`config.mk`:
```
export PLATFORM = sky130hd
export DESIGN_NAME = hood_mode_scheduler
export DESIGN_NICKNAME = d
export VERILOG_FILES = /design/src/rtl/hood_pkg.sv /design/src/rtl/sec_tick_gen.sv /design/src/rtl/hood_mode_scheduler.sv
export SDC_FILE = /design/constraint.sdc
export NUM_CORES = 1
export LEC_CHECK = 0
export ABC_AREA = 1
export BUFFER_PORTS_ARGS = -buffer_cell sky130_fd_sc_hd__buf_2
export CELL_PAD_IN_SITES_DETAIL_PLACEMENT = 0
export CELL_PAD_IN_SITES_GLOBAL_PLACEMENT = 1
export CORE_UTILIZATION = 25
export DETAILED_ROUTE_END_ITERATION = 10
export GPL_TIMING_DRIVEN = 0
export PLACE_DENSITY_LB_ADDON = 0.1
export RECOVER_POWER = 50
export SYNTH_ARGS = -nofsm -noshare
export SYNTH_HDL_FRONTEND = slang
export SYNTH_SLANG_ARGS = --single-unit
```
`constraint.sdc`:
```
create_clock -name clk -period 2.4 [get_ports clk]
set_input_delay 0.24 -clock clk [delete_from_list [all_inputs] [get_ports clk]]
set_output_delay 0.24 -clock clk [all_outputs]
set_load 0.02 [all_outputs]
```
`src/rtl/hood_pkg.sv`:
```
// Shared definitions for the cooker-hood mode scheduler: state encodings,
// fan-level constants and small decode helpers used by the FSM.
package hood_pkg;

    typedef logic [2:0] mode_t;
    typedef logic [1:0] fan_t;

    localparam mode_t MODE_OFF       = 3'd0;
    localparam mode_t MODE_STANDBY   = 3'd1;
    localparam mode_t MODE_MENU      = 3'd2;
    localparam mode_t MODE_LEVEL1    = 3'd3;
    localparam mode_t MODE_LEVEL2    = 3'd4;
    localparam mode_t MODE_HURRICANE = 3'd5;
    localparam mode_t MODE_EXIT      = 3'd6;
    localparam mode_t MODE_CLEAN     = 3'd7;

    localparam fan_t FAN_OFF       = 2'd0;
    localparam fan_t FAN_LOW       = 2'd1;
    localparam fan_t FAN_HIGH      = 2'd2;
    localparam fan_t FAN_HURRICANE = 2'd3;

    // Fan speed implied by a mode.
    function automatic fan_t fan_for(input mode_t m);
        case (m)
            MODE_LEVEL1:    fan_for = FAN_LOW;
            MODE_LEVEL2:    fan_for = FAN_HIGH;
            MODE_HURRICANE,
            MODE_EXIT:      fan_for = FAN_HURRICANE;
            default:        fan_for = FAN_OFF;
        endcase
    endfunction

    // Modes that run a seconds countdown.
    function automatic logic is_timed(input mode_t m);
        is_timed = (m == MODE_HURRICANE) || (m == MODE_EXIT) || (m == MODE_CLEAN);
    endfunction

endpackage

```
`src/rtl/sec_tick_gen.sv`:
```
// One-second prescaler: emits a single-cycle tick every TICKS_PER_SEC
// cycles, counted from the last restart.
module sec_tick_gen #(
    parameter int TICKS_PER_SEC = 100000000
) (
    input  logic clk,
    input  logic reset,
    input  logic restart,
    output logic tick
);

    localparam int CW = (TICKS_PER_SEC > 1) ? $clog2(TICKS_PER_SEC) : 1;
    localparam logic [CW-1:0] LAST = CW'(TICKS_PER_SEC - 1);

    logic [CW-1:0] count_reg;

    assign tick = (count_reg == LAST);

    // Cycle counter, cleared on restart so the first tick lands a full second later.
    always_ff @(posedge clk) begin
        if (reset || restart) begin
            count_reg <= '0;
        end else if (tick) begin
            count_reg <= '0;
        end else begin
            count_reg <= count_reg + 1'b1;
        end
    end

endmodule

```
`src/rtl/hood_mode_scheduler.sv`:
```
// Cooker-hood mode scheduler: key-driven FSM for fan levels, a one-shot
// hurricane boost with run-down, and a timed self-clean cycle.
module hood_mode_scheduler
    import hood_pkg::*;
#(
    parameter int TICKS_PER_SEC = 100000000,
    parameter int HURRICANE_SEC = 60,
    parameter int CLEAN_SEC     = 180,
    parameter int EXIT_SEC      = 60
) (
    input  logic       clk,
    input  logic       reset,
    input  logic       power_state,
    input  logic       menu_key,
    input  logic       lvl1_key,
    input  logic       lvl2_key,
    input  logic       lvl3_key,
    input  logic       clean_key,
    output logic [1:0] fan_level,
    output logic       cleaning,
    output logic [7:0] remain_sec,
    output logic       hurricane_used,
    output logic [2:0] mode
);

    localparam logic [7:0] HURRICANE_LOAD = 8'(HURRICANE_SEC);
    localparam logic [7:0] CLEAN_LOAD     = 8'(CLEAN_SEC);
    localparam logic [7:0] EXIT_LOAD      = 8'(EXIT_SEC);

    mode_t      state_reg,  state_next;
    logic [7:0] remain_reg, remain_next;
    logic       used_reg,   used_next;
    fan_t       fan_reg;
    logic       clean_reg;
    logic       tick;
    logic       restart;
    logic       expire;
    logic [7:0] remain_dec;

    // Prescaler is held cleared outside timed states and restarted on every
    // state change, so a freshly entered countdown always gets a full second.
    assign restart = (state_next != state_reg) || !is_timed(state_reg);

    sec_tick_gen #(
        .TICKS_PER_SEC(TICKS_PER_SEC)
    ) u_sec_tick (
        .clk     (clk),
        .reset   (reset),
        .restart (restart),
        .tick    (tick)
    );

    // The tick that would bring the count to zero ends the state on that edge.
    assign expire     = tick && (remain_reg <= 8'd1);
    assign remain_dec = (tick && (remain_reg != 8'd0)) ? (remain_reg - 8'd1) : remain_reg;

    // Next-state, countdown and hurricane-latch logic.
    always_comb begin
        state_next  = state_reg;
        remain_next = remain_reg;
        used_next   = used_reg;
        if (!power_state) begin
            state_next  = MODE_OFF;
            remain_next = 8'd0;
            used_next   = 1'b0;
        end else begin
            case (state_reg)
                MODE_OFF: begin
                    state_next = MODE_STANDBY;
                end
                MODE_STANDBY: begin
                    if (menu_key) state_next = MODE_MENU;
                end
                MODE_MENU: begin
                    if (menu_key) begin
                        state_next = MODE_STANDBY;
                    end else if (lvl3_key && !used_reg) begin
                        state_next  = MODE_HURRICANE;
                        remain_next = HURRICANE_LOAD;
                        used_next   = 1'b1;
                    end else if (lvl2_key) begin
                        state_next = MODE_LEVEL2;
                    end else if (lvl1_key) begin
                        state_next = MODE_LEVEL1;
                    end else if (clean_key) begin
                        state_next  = MODE_CLEAN;
                        remain_next = CLEAN_LOAD;
                    end
                end
                MODE_LEVEL1: begin
                    if (menu_key)      state_next = MODE_STANDBY;
                    else if (lvl2_key) state_next = MODE_LEVEL2;
                end
                MODE_LEVEL2: begin
                    if (menu_key)      state_next = MODE_STANDBY;
                    else if (lvl1_key) state_next = MODE_LEVEL1;
                end
                MODE_HURRICANE: begin
                    if (expire) begin
                        state_next  = MODE_LEVEL2;
                        remain_next = 8'd0;
                    end else if (menu_key) begin
                        state_next  = MODE_EXIT;
                        remain_next = EXIT_LOAD;
                    end else begin
                        remain_next = remain_dec;
                    end
                end
                MODE_EXIT, MODE_CLEAN: begin
                    if (expire) begin
                        state_next  = MODE_STANDBY;
                        remain_next = 8'd0;
                    end else begin
                        remain_next = remain_dec;
                    end
                end
                default: begin
                    state_next  = MODE_OFF;
                    remain_next = 8'd0;
                    used_next   = 1'b0;
                end
            endcase
        end
    end

    // State and registered outputs, all derived from the next state.
    always_ff @(posedge clk) begin
        if (reset) begin
            state_reg  <= MODE_OFF;
            remain_reg <= 8'd0;
            used_reg   <= 1'b0;
            fan_reg    <= FAN_OFF;
            clean_reg  <= 1'b0;
        end else begin
            state_reg  <= state_next;
            remain_reg <= remain_next;
            used_reg   <= used_next;
            fan_reg    <= fan_for(state_next);
            clean_reg  <= (state_next == MODE_CLEAN);
        end
    end

    assign fan_level      = fan_reg;
    assign cleaning       = clean_reg;
    assign remain_sec     = remain_reg;
    assign hurricane_used = used_reg;
    assign mode           = state_reg;

endmodule

```
After elaboration in Yosys (flattened, before gate mapping)
Index checks and enable logic that the tools add are counted.
- register bits: 42
- bits in latches: 0
- memory bits (writable): 0
- bits in read-only memories: 0
- input port bits: 8
- logic and storage cells: 73
- memories: 0
- $add $sub $neg: 2
- multipliers: 0
- div/mod/pow operators: 0
- magnitude comparators: 1
- eq/ne operators: 18
- shift operators: 0
- mux-type cells: 26
- bitwise operators: 2
- reduce and logical (&&, ||, !) cells: 18
- operators with widths (cell ; number):
    2-to-1 mux 8 bit ; 9
    2-to-1 mux 3 bit ; 14
    adder 27 x 1 -> 27 bit (second input constant) ; 1
    == test 27 bit (second input constant) ; 1
    == test 3 bit (second input constant) ; 8
    case mux 8 bit (3 select lines) ; 1
    case mux 3 bit (7 select lines) ; 1
    == test 3 x 2 -> 1 bit (second input constant) ; 3
    != test 3 bit (second input constant) ; 3
    <= comparator 8 x 1 -> 1 bit (second input constant) ; 1
    nonzero test 8 bit ; 1
    OR reduction 2 bit ; 4
    subtractor 8 x 1 -> 8 bit (second input constant) ; 1
    case mux 2 bit (3 select lines) ; 1
    AND reduction 5 bit ; 1
    logical OR 1 bit ; 4
    == test 3 x 1 -> 1 bit (second input constant) ; 1
    logical AND 1 bit ; 3
    zero test 3 bit ; 1
    != test 3 bit ; 1
    AND reduction 3 bit ; 1
    nonzero test 3 bit ; 1
    zero test 1 bit ; 2
    != test 2 bit (second input constant) ; 1
    inverter 1 bit ; 2

Longest topological paths before layout
- depth in word-level cells: 11
- gate-level depth with buffers: 15
- depth with buffers taken out: 15

Hierarchy
From an unflattened synthesis, not the netlist that was laid out.
- cells, all modules: 444
- area total of the unflattened synthesis: 2723.9 um^2
- modules (own cells, without submodules) (module ; instances ; cells an instance ; area an instance (um^2) ; seq. area each (um^2)):
    sec_tick_gen ; 1 ; 255 ; 1536.5 ; 540.5
    hood_mode_scheduler ; 1 ; 189 ; 1187.4 ; 300.3

Least setup slack after synthesis
Ideal clock, no wire load.
- kind: reg2reg
- start point: register remain_reg[0], in the netlist remain_sec[0]
- end point: register u_sec_tick.count_reg[24]
- setup time: 0.112 ns
- arrival: 1.867 ns
- data required time: 2.288 ns
- setup slack: 0.421 ns
- cell stages (with the launch flop): 13
- period minus slack after synthesis: 1.979 ns
- cells stage by stage: dfxtp_1 > inv_1 > ha_1 > nor2_1 > nor3_1 > nand3_4 > nand2_2 > a21oi_4 > inv_4 > nand2_2 > o211ai_4 > buf_12 > nor2_4
- longest elaborated chain between the ends: 9
- elaborated cells between the ends (all ways): 10
- classes of those cells: order compare: 1; eq/ne: 1; mux: 4; reduce/logical: 4
- ends and longest elaborated chain (item ; RTL line ; RTL):
    from (decl) ; hood_mode_scheduler.sv:31 ; logic [7:0] remain_reg, remain_next;
    from (signal assigned) ; hood_mode_scheduler.sv:136 ; remain_reg <= remain_next;
    <= comparator 8 x 1 -> 1 bit (*) ; hood_mode_scheduler.sv:54 ; assign expire = tick && (remain_reg <= 8'd1);
    logical AND 1 bit (*) ; hood_mode_scheduler.sv:54 ;
    2-to-1 mux 3 bit (on tied branches) ; hood_mode_scheduler.sv:110, hood_mode_scheduler.sv:99 ;
    case mux 3 bit (7 select lines) (*) ; hood_mode_scheduler.sv:67 ; case (state_reg)
    2-to-1 mux 3 bit (*) ; hood_mode_scheduler.sv:62 ; if (!power_state) begin
    != test 3 bit (*) ; hood_mode_scheduler.sv:42 ; assign restart = (state_next != state_reg) || !is_timed(state_reg);
    logical OR 1 bit (*) ; hood_mode_scheduler.sv:42 ;
    logical OR 1 bit (*) ; sec_tick_gen.sv:21 ; if (reset || restart) begin
    OR reduction 2 bit (no line) (*) ; n/a ;
    to (signal assigned) ; sec_tick_gen.sv:26 ; count_reg <= count_reg + 1'b1;
    to (decl) ; sec_tick_gen.sv:15 ; logic [CW-1:0] count_reg;
Mark *: on every way between the ends. The rest lies on a longest branch, timed or not.
A chain may end at the register's enable or synchronous reset.

Worst setup path after layout
- start point: register state_reg[1], in the netlist mode[1]
- end point: register remain_reg[6], in the netlist remain_sec[6]
- longest elaborated chain between the ends: 4
- elaborated cells between the ends (all ways): 12
- classes of those cells: eq/ne: 8; mux: 1; reduce/logical: 3
- ends and longest elaborated chain (item ; RTL line ; RTL):
    from (decl) ; hood_mode_scheduler.sv:30 ; mode_t state_reg, state_next;
    from (signal assigned) ; hood_mode_scheduler.sv:135 ; state_reg <= state_next;
    == test 3 bit ; hood_mode_scheduler.sv:67 ;
    OR reduction 2 bit ; hood_mode_scheduler.sv:67 ;
    nonzero test 3 bit (no line) ; n/a ;
    AND reduction 5 bit (no line) ; n/a ;
Several ways; a longest one is shown, not always the timed one.

==> flow_metrics.py <==
metrics = {
    "status": {
        "status": "finished, final reports clean",
    },
    "clock_tree": {
        "tritoncts_clock_tree": "done",
        "worst_setup_hold_path_clk_slew_ns": 0.08,
        "clk_buf_depth": 2,
        "clk_latency_ns": 0.29,
        "cts-buffers-inserted": 5,
        "clock_tree.root_cell": "clkbuf_8",
        "numClockSinks": 42,
        "cts_hold_buffers": 0,
        "htreeDepth": 2,
    },
    "final_layout": {
        "final_util_pct": 29.58,
        "max_ffs_per_register": 27,
        "layout_common_cells": "nand2_1, inv_1, nor2_1",
        "finalNetCount": 426,
        "most_common_cell_after_layout_fill_and_taps_aside": "nand2_1",
        "num_antenna_cells": 0,
        "area_growth_syn_to_layout_pct": 12.75,
        "share_of_cells_above_drive_strength_1_pct": 12.08,
    },
    "setup_path": {
        "crit_start": "mode[1]",
        "crit_path_leading_delay_family": "compound AO/OA/AOI/OAI gates",
        "crit_type": "reg -> reg",
        "timing.critical_path.to_type": "flop",
        "worst_ep_arrival_time_ns": 2.32,
        "critical_path_depth": 8,
        "timing.critical_path.cells": "inv_2 -> nor3_1 -> o221ai_1 -> a21oi_1 -> inv_1 -> nand4_1 -> xor2_1 -> nor2_1",
        "critPathRequiredTime_ns": 2.59,
        "crit_path_top_delay_cell": "dfxtp_1",
        "reg2reg_depth": 8,
        "r2r-end": "remain_sec[6]",
        "setup.worst_path.start_class": "flop",
        "setup.worst_path.end": "remain_sec[6]",
        "r2r_setup_slack_ns": 0.27,
        "cp_slowest_stage_delay_ns": 0.48,
        "worstReg2RegStart": "mode[1]",
        "critical_path.max_fanout": 6,
        "critical_path_buf_inv_count": 2,
    },
    "sta": {
        "finalSetupViolCount": 0,
        "final_period_minus_worst_setup_slack_ns": 2.133,
        "timing.hold.ws_ns": 0.2471,
        "hold_viol_final": 0,
        "timing.setup.tns_ns": 0,
        "post-route-period-util_pct": 88.86,
        "clock.fmax_ghz": 0.4689,
        "finalClockSkew_ns": 0.007825,
        "max_slew_margin_pct": 71.10,
        "slew_viol_final": 0,
        "grt_setup_unrepaired": "false",
        "worstMarginPinSlew_ns": 0.4301,
    },
    "routing": {
        "viasPerCell": 4.382,
        "drt_pass1_iterations": 4,
        "totalWireLength_mm": 6.368,
        "drc": 0,
        "drt.antenna.violating_nets": 0,
        "route.vias.total": 2397,
        "wl_per_cell_um": 11.64,
        "drt_first_iter_violations": 73,
    },
    "die": {
        "dieArea_mm2": 0.01081,
        "die_h_um": 104.0,
        "row_count": 36,
        "pin_count": 23,
        "chipWidth_um": 104.0,
        "fp.coreArea_mm2": 0.009910,
        "floorplan.initialDensity_pct": 26.24,
    },
    "logic_synthesis": {
        "syn-cell-area_mm2": 0.002600,
        "synthesis.nets": 398,
        "post_synth_num_cell_types": 34,
        "synthesis_stage_register_bit_count": 42,
        "instance_count_of_the_mapped_netlist": 386,
        "ys.warnings.count": 0,
        "syn-mean-instance-area_um2": 6.736,
        "synth-seq-area-share_pct": 32.34,
    },
    "power_and_ir_drop": {
        "power_density_mw_per_mm2": 415.4,
        "ir_worst_vdd_uv": 217.2,
        "cellLeakagePower_uw": 0.001168,
    },
    "placed_design": {
        "io_buffer_count": 21,
        "place.detailed.hpwl_mm": 5.034,
        "gp_routability_congestion": 0.7205,
    },
    "grt": {
        "gr-total-overflow": 0,
        "grt_pass1_vias": 2342,
        "grt_first_pass_wirelength_mm": 10.85,
        "global_route.usage.total_pct": 12.26,
        "grt_start_max_net_pins": 12,
        "grt_antenna_before_repair": 0,
    },
    "job": {
        "drv.max_cap_violation_count": 0,
    },
    "hold_path": {
        "hold_removal_path_class": "in -> reg",
    },
}
## power breakdown
group	switching, uW	total, uW	internal [uW]
clock network	233	434	201
logic	53.7	79.0	25.3
registers	4.37	704	700
## routing by layer
metal,global-route usage (%),up-vias,wire [um],part of all wire [%]
met4,3.061,0,48,0.75
li1,-,1277,-,-
met1,15.66,1096,3163,50
met3,2.068,4,104,1.6
met5,0,-,0,0
met2,21.29,20,3051,48
## worst reg2reg max path: stages (launching register included)
cell and delay (ns):
dfxtp_1 0.48, inv_2 0.10, nor3_1 0.35, o221ai_1 0.21, a21oi_1 0.38, inv_1 0.18
nand4_1 0.13, xor2_1 0.15, nor2_1 0.05
## synthesized netlist by cell type
| cell | count | area, um^2 |
|---|---|---|
| nand2_1 | 83 | 311.6 |
| inv_1 | 56 | 210.2 |
| nor2_1 | 55 | 206.5 |
| dfxtp_1 | 42 | 840.8 |
| nand3_1 | 30 | 150.1 |
| a21oi_1 | 16 | 80.08 |
| xor2_1 | 15 | 131.4 |
| o21ai_0 | 12 | 60.06 |
| nor3_1 | 11 | 55.05 |
| nand4_1 | 10 | 62.56 |
| nor2_2 | 8 | 50.05 |
| xnor2_1 | 5 | 43.79 |
| ha_1 | 4 | 50.05 |
| inv_2 | 4 | 15.01 |
| nand2_2 | 4 | 25.02 |
| nand3_2 | 3 | 30.03 |
| o211ai_1 | 3 | 22.52 |
| or2_2 | 3 | 18.77 |
| a21oi_2 | 2 | 17.52 |
| a21oi_4 | 2 | 32.53 |
| buf_2 | 2 | 10.01 |
| buf_6 | 2 | 22.52 |
| nor2_4 | 2 | 22.52 |
| o211a_1 | 2 | 20.02 |
| and3_2 | 1 | 7.510 |
| buf_12 | 1 | 20.02 |
| clkbuf_1 | 1 | 3.750 |
| inv_4 | 1 | 6.260 |
| nand3_4 | 1 | 17.52 |
| nand3b_1 | 1 | 7.510 |
| nor3_2 | 1 | 10.01 |
| o211ai_4 | 1 | 21.27 |
| o21ai_2 | 1 | 8.760 |
| o221ai_1 | 1 | 8.760 |
## layout make-up
class,instances,area (um^2)
flip-flops and latches,42,840.8
plain buffers,6,56.30
multi-input cells,277,1474
well taps,133,166.4
repair buffers,21,86.33
clock buffers,7,76.32
fillers,1179,6978
inverters,61,231.5
## how the worst min path moves through the flow
stage / depth (start not counted) / to / slack, ns / startpoint
after floorplan: 2 / mode[0] / 0.38 / power_state
after CTS: 3 / mode[0] / 0.24 / power_state
after detailed placement: 1 / u_sec_tick.count_reg[0] / 0.44 / u_sec_tick.count_reg[0]
after global routing: 3 / mode[0] / 0.25 / power_state
final: 3 / mode[0] / 0.25 / power_state
after global placement: 1 / u_sec_tick.count_reg[0] / 0.43 / u_sec_tick.count_reg[0]
## metrics by stage
| stage | area, um^2 | std cells | power [uW] | setup slack (ns) |
|---|---|---|---|---|
| floorplan | 2600 | 386 | 776.3 | 0.4211 |
| global placement | 2872 | 540 | 802.9 | 0.1680 |
| detailed placement | 2872 | 540 | 802.0 | 0.1286 |
| CTS | 2948 | 547 | 1250 | 0.08591 |
| global route | 2932 | 547 | 1288 | 0.04695 |
| finish | 2932 | 547 | 1218 | 0.2673 |
## repair_timing
action	CTS	global route
gates resized for setup	0	1
buffers inserted	0	0
endpoints found under the setup margin	0	20
## cell families after synthesis
kind of cell    synth area share (%)
buf+inv                        11.07
xor+xnor                       6.737
simple gates                   37.49
compound gates                 10.44
fa+ha+maj                      1.925
flops                          32.34
No activity file was read; power rests on OpenSTA's default activity.
